### config.mk
export PLATFORM = sky130hd
export DESIGN_NAME = ib_ram_load_sched
export DESIGN_NICKNAME = d
export VERILOG_FILES = /design/src/rtl/ib_ram_load_sched.sv
export SDC_FILE = /design/constraint.sdc
export NUM_CORES = 1
export LEC_CHECK = 0
export CAP_MARGIN = 20
export CORE_MARGIN = 4
export CORE_UTILIZATION = 32
export DETAILED_ROUTE_END_ITERATION = 8
export GPL_ROUTABILITY_DRIVEN = 0
export PLACE_DENSITY = 0.66
export SLEW_MARGIN = 15
export SYNTH_ARGS = -nofsm -noshare
export SYNTH_HDL_FRONTEND = slang
export SYNTH_SLANG_ARGS = --single-unit
### constraint.sdc
create_clock -name write_clk -period 1.4 [get_ports write_clk]
set_clock_uncertainty 0.1 [all_clocks]
set_input_delay 0.28 -clock write_clk [delete_from_list [all_inputs] [get_ports write_clk]]
set_output_delay 0.28 -clock write_clk [all_outputs]
set_load 0.01 [all_outputs]
### src/rtl/ib_ram_load_sched.sv
// rtl/ib_ram_load_sched.sv - ping-pong LUT page loader for the IB CNU function RAMs
// Optional feature: define IB_LOAD_ABORT_EN to add the load_abort input.
module ib_ram_load_sched #(
    parameter int ENTRY_ADDR      = 4,
    parameter int MULTI_FRAME_NUM = 2,
    parameter int BANK_NUM        = 2,
    parameter int LUT_PORT_SIZE   = 2
) (
    input  logic                              write_clk,
    input  logic                              rst,
`ifdef IB_LOAD_ABORT_EN
    input  logic                              load_abort,
`endif
    input  logic                              load_start,
    input  logic [LUT_PORT_SIZE*BANK_NUM-1:0] src_data,
    input  logic                              src_valid,
    output logic                              src_ready,
    input  logic                              swap_req,
    output logic                              swap_ack,
    output logic [ENTRY_ADDR-1:0]             page_addr_ram,
    output logic [LUT_PORT_SIZE*BANK_NUM-1:0] ram_write_data,
    output logic                              ib_ram_we,
    output logic                              read_addr_offset,
    output logic                              shadow_valid,
    output logic                              load_busy,
    output logic                              load_done,
    output logic                              load_reject
);
    localparam int PW       = ENTRY_ADDR - 1;
    localparam int DW       = LUT_PORT_SIZE * BANK_NUM;
    localparam int OW       = $clog2(MULTI_FRAME_NUM);
    localparam int PAGE_NUM = 1 << PW;

    typedef enum logic {IDLE, LOAD} state_t;

    state_t            state_q, state_d;
    logic [PW-1:0]     page_cnt_q, page_cnt_d;
    logic [OW-1:0]     offset_q, offset_d;
    logic              shadow_valid_q, shadow_valid_d;
    logic              swap_ack_q, swap_ack_d;
    logic              load_done_q, load_done_d;
    logic              load_reject_q, load_reject_d;
    logic              we_q, we_d;
    logic [ENTRY_ADDR-1:0] addr_q, addr_d;
    logic [DW-1:0]     data_q, data_d;
    logic              abort;
    logic              grant;
    logic              accept;
    logic              last_page;

`ifdef IB_LOAD_ABORT_EN
    assign abort = load_abort;
`else
    assign abort = 1'b0;
`endif

    assign grant     = swap_req && shadow_valid_q && (state_q == IDLE) && !swap_ack_q;
    assign accept    = src_valid && (state_q == LOAD);
    assign last_page = (page_cnt_q == PW'(PAGE_NUM - 1));

    always_comb begin
        state_d        = state_q;
        page_cnt_d     = page_cnt_q;
        offset_d       = offset_q;
        shadow_valid_d = shadow_valid_q;
        swap_ack_d     = 1'b0;
        load_done_d    = 1'b0;
        load_reject_d  = 1'b0;
        we_d           = 1'b0;
        addr_d         = addr_q;
        data_d         = data_q;

        if (grant) begin
            offset_d       = ~offset_q;
            shadow_valid_d = 1'b0;
            swap_ack_d     = 1'b1;
        end

        case (state_q)
            IDLE: begin
                // A same-cycle swap frees the old read frame, so the load may start into it.
                if (load_start) begin
                    if (!shadow_valid_q || grant) begin
                        state_d    = LOAD;
                        page_cnt_d = '0;
                    end else begin
                        load_reject_d = 1'b1;
                    end
                end
            end
            LOAD: begin
                if (accept) begin
                    we_d   = 1'b1;
                    addr_d = {~offset_q[0], page_cnt_q};
                    data_d = src_data;
                    if (!last_page) begin
                        page_cnt_d = page_cnt_q + PW'(1);
                    end
                end
                if (abort) begin
                    state_d    = IDLE;
                    page_cnt_d = '0;
                end else if (accept && last_page) begin
                    state_d        = IDLE;
                    shadow_valid_d = 1'b1;
                    load_done_d    = 1'b1;
                end
            end
            default: state_d = IDLE;
        endcase
    end

    always_ff @(posedge write_clk) begin
        if (rst) begin
            state_q        <= IDLE;
            page_cnt_q     <= '0;
            offset_q       <= '0;
            shadow_valid_q <= 1'b0;
            swap_ack_q     <= 1'b0;
            load_done_q    <= 1'b0;
            load_reject_q  <= 1'b0;
            we_q           <= 1'b0;
            addr_q         <= '0;
            data_q         <= '0;
        end else begin
            state_q        <= state_d;
            page_cnt_q     <= page_cnt_d;
            offset_q       <= offset_d;
            shadow_valid_q <= shadow_valid_d;
            swap_ack_q     <= swap_ack_d;
            load_done_q    <= load_done_d;
            load_reject_q  <= load_reject_d;
            we_q           <= we_d;
            addr_q         <= addr_d;
            data_q         <= data_d;
        end
    end

    assign src_ready        = (state_q == LOAD);
    assign load_busy        = (state_q == LOAD);
    assign swap_ack         = swap_ack_q;
    assign page_addr_ram    = addr_q;
    assign ram_write_data   = data_q;
    assign ib_ram_we        = we_q;
    assign read_addr_offset = offset_q[0];
    assign shadow_valid     = shadow_valid_q;
    assign load_done        = load_done_q;
    assign load_reject      = load_reject_q;
endmodule
==> impl_summary.md, run 1 <==
Status
The flow ran to the end, and the final reports show no timing, DRC or antenna violations.

CTS
TritonCTS built the clock tree. The hold buffer count at cts is 0. The CTS H-tree depth is 1. The clock network latency to the later pin of the worst-skew pair is 280 ps. The root buffer cell chosen for the clock tree is sky130_fd_sc_hd__clkbuf_4. Counting along the longest clock path gives a buffer depth of 2. Clock tree synthesis inserted a total of 3 buffers.

The clock drives 18 sinks. Clock-pin slew was measured on the worst setup and hold paths at 100 ps.

Synth
For this run, the register share of the synthesized area comes to 0.4948. Sorting the synthesized cells by area gives the leading types as sky130_fd_sc_hd__dfxtp_1, sky130_fd_sc_hd__nand2_1, sky130_fd_sc_hd__a21oi_1, sky130_fd_sc_hd__ha_1, sky130_fd_sc_hd__nand3b_1. In the synthesized netlist, the number of instances is 76. Of the total synthesized cell area, the portion taken by AND, OR, NAND and NOR gates is 0.2388. In this run the mean area of a mapped cell was 9.582 µm². Yosys printed 0 warnings. Summing every instance area after synthesis gives 728.2 µm². The share of cell area taken by muxes after synthesis is 0.

Synthesis inferred 18 register bits. The fraction of the mapped netlist area in compound gates was 0.1598. The largest total area in the synthesized netlist belongs to sky130_fd_sc_hd__dfxtp_1.

The area share of the leading cell type in the synthesized netlist is 0.4948. In this run, distinct cell masters in the synthesized netlist total 27. Of the total synthesized cell area, the portion taken by full adders, half adders and majority gates is 0.03436.

When the netlist entered floorplanning its net count stood at 87. Of the total synthesized cell area, the portion taken by XOR and XNOR cells is 0.01203. After synthesis, the largest family of logic cells by area is simple AND/OR/NAND/NOR gates.

Power and ir drop
In this run the power spent charging and discharging nets is 0.2172 mW. Power spread over the standard cell area amounts to 800.1 mW/mm². The share of total power dissipated in the clock network is 0.269.

Of the total power, the share spent switching nets is 0.2374. The analysis attributes to cell leakage a power of 0.5165 nW. The sequential group share of total power is 0.581. The internal portion of the total power is 0.6978 mW. Across the VDD grid, the largest voltage drop is 0.3530 mV.

Of the total power, combinational logic draws 0.150.

Global route
Entering global routing, the biggest net connects 10 pins. The global-route usage over all layers is 0.1161. The via count of the first global-routing pass is 684. The number of antenna violations at the first check in global routing was 0. The wire length of the first global-routing pass is 2939 µm. After global routing the overflow that remains totals 0.

Place
The wire-length estimate of the detail-placed layout is 1197 µm. The number of instances in the placed design is 135. Input and output buffers added on the ports amount to 24. Prior to clock tree synthesis, the placed netlist has a worst setup slack of -157.5 ps.

Detailed routing
After detailed routing, the average wire length per cell comes to 11.57 µm. Wires add up to 1632 µm. The final route contains 634 vias. The length of the first detailed-routing pass in iterations is 4. The violation count after the first detailed-route iteration is 9. Dividing the detail-routed via count by the number of cells gives 4.496. The remaining antenna violation count is 0. The post-detailed-route DRC marker count is 0.

Hold path
The type of the worst min-delay path is reg -> reg.

STA
The period utilization is 0.9948. Setup repair after global routing could not meet its margin everywhere. Adding up every negative setup slack in the final design gives 0 ps. The time the worst path needs with I/O delays and setup is 1393 ps. The slew of the pin with the lowest slew margin is 272.4 ps. Setup violations remaining at the end of the flow were counted as 0. The hold violation total from the final report is 0.

Derived from the worst setup path, the maximum achievable clock frequency is 718.0 MHz. In this run the tightest slew margin relative to its limit is 0.8184. Setup slack closes at 7.282 ps. The final hold slack is 359.0 ps. The number of pins exceeding their max-slew limit in the final report came to 0.

Floorplan
For this configuration, the core starts out at a cell density of 0.3324. The floorplan step defined a die boundary enclosing 0.003103 mm². The die boundary height is 55.71 µm. The overall die width is 55.71 µm. The count of standard-cell rows is 17. The core area is 0.002191 mm². 25 I/O pins were placed.

Setup path
The arrival time of data at the critical path endpoint is 1510 ps. STA puts the critical path data required time at 1520 ps. STA classifies the critical path endpoint as a flip-flop. The kind of launch point of the worst setup path is a flip-flop. Of all nets on the critical path, the largest fanout is 4. The critical path in this run is classified as reg -> reg.

Job
Across the run, the number of max-cap violations was 0.

Cells and area
The antenna diode instance count is 0. The synthesis-to-finish area growth is 57.05%. Measured on the finished design, the core utilization comes to 0.5220. The finished layout holds 141 standard cells, fillers aside. Leaving out fill and tap cells, the most frequent cells in the layout are sky130_fd_sc_hd__dfxtp_1, sky130_fd_sc_hd__dlygate4sd2_1, sky130_fd_sc_hd__nand2_1, sky130_fd_sc_hd__buf_4, sky130_fd_sc_hd__clkdlybuf4s50_1. In the final layout, the share of cells above drive strength 1 is 0.2920. The count of fill cells added during filler insertion is 225. The final net count is 126.
## per-layer routing
metal / up-vias / track usage / share of wire
met3: 2 / 0.03248 / 0.051
met4: 0 / 0.06597 / 0.015
met5: - / 0 / 0
met2: 18 / 0.1841 / 0.48
met1: 281 / 0.1396 / 0.45
li1: 333 / - / -
## power groups by stage
stage	Sequential [mW]	Clock (mW)	Combinational, mW
floorplan	0.547	0	0.0606
global placement	0.542	0	0.135
detailed placement	0.543	0	0.136
CTS	0.532	0.255	0.134
global route	0.533	0.279	0.151
finish	0.532	0.246	0.137
## logic make-up after synthesis
logic type,after synthesis
adders and majority gates,2
xor gates and xnor gates,1
and+or+nand+nor,32
AOI/OAI and AO/OA,16
buffers and inverters,7
DFF,18
## repair_timing
action,in CTS,in global routing
endpoints found under the setup margin,19,4
gates resized for setup,22,3
setup buffers,3,0
pin swaps,1,1
## path summary, 6_finish.rpt
path | from | to | slack [ps] | cells after the start
worst max-delay path | page_cnt_q[0] | page_cnt_q[0] | 7 | 5
worst min-delay path | ram_write_data[1] | ram_write_data[1] | 360 | 2
worst max register to register | page_cnt_q[0] | page_cnt_q[0] | 7 | 5
worst min register to register | ram_write_data[1] | ram_write_data[1] | 360 | 2
## area by class of cell
| cell class | instances | area, µm² | area share |
|---|---|---|---|
| clock buffers | 3 | 22.52 | 0.01969 |
| inverters | 2 | 7.507 | 0.006565 |
| multi-input cells | 51 | 382.9 | 0.3348 |
| flip-flops and latches | 18 | 362.8 | 0.3173 |
| well taps | 28 | 35.03 | 0.03063 |
| repair buffers | 39 | 332.8 | 0.2910 |
## critical path, cell delays in order, from the launching register on
cell	delay [ps]
sky130_fd_sc_hd__dfxtp_2	350
sky130_fd_sc_hd__ha_4	160
sky130_fd_sc_hd__ha_4	160
sky130_fd_sc_hd__nand3b_4	170
sky130_fd_sc_hd__or3_4	340
sky130_fd_sc_hd__o21ai_2	60
## cell usage after synthesis
cell	instances
sky130_fd_sc_hd__ha_1	2
sky130_fd_sc_hd__o21ba_1	1
sky130_fd_sc_hd__a21boi_0	1
sky130_fd_sc_hd__nand2b_1	2
sky130_fd_sc_hd__a22oi_1	1
sky130_fd_sc_hd__o32ai_1	2
sky130_fd_sc_hd__and4bb_1	1
sky130_fd_sc_hd__nand2_2	1
sky130_fd_sc_hd__a21oi_2	1
sky130_fd_sc_hd__dfxtp_1	18
sky130_fd_sc_hd__and2_2	1
sky130_fd_sc_hd__inv_1	2
sky130_fd_sc_hd__or3_1	1
sky130_fd_sc_hd__nand3b_2	1
sky130_fd_sc_hd__nand3b_1	3
sky130_fd_sc_hd__buf_6	1
sky130_fd_sc_hd__nand2_1	15
sky130_fd_sc_hd__nor2_1	4
sky130_fd_sc_hd__and2_1	1
sky130_fd_sc_hd__buf_4	2
sky130_fd_sc_hd__o21ai_2	1
sky130_fd_sc_hd__a211oi_2	1
sky130_fd_sc_hd__xnor2_1	1
sky130_fd_sc_hd__a21oi_1	7
sky130_fd_sc_hd__nor4b_1	2
sky130_fd_sc_hd__a21o_2	1
sky130_fd_sc_hd__buf_2	2
## per-stage QoR
step	area [µm²]	power, mW
after detailed placement	1069	0.6789
final	1144	0.9150
after CTS	1124	0.9210
after global routing	1144	0.9634
after global placement	1069	0.6773
after floorplan	739.5	0.6081
No activity file was read; power rests on OpenSTA's default activity.
==> run 2, diff against run 1 <==
--- a/config.mk
+++ b/config.mk
@@ -9,7 +9,6 @@
 export CORE_MARGIN = 4
 export CORE_UTILIZATION = 32
 export DETAILED_ROUTE_END_ITERATION = 8
-export GPL_ROUTABILITY_DRIVEN = 0
 export PLACE_DENSITY = 0.66
 export SLEW_MARGIN = 15
 export SYNTH_ARGS = -nofsm -noshare
==> results of run 2 <==
No change in the layout: final DEF, timing and power equal those of run 1.
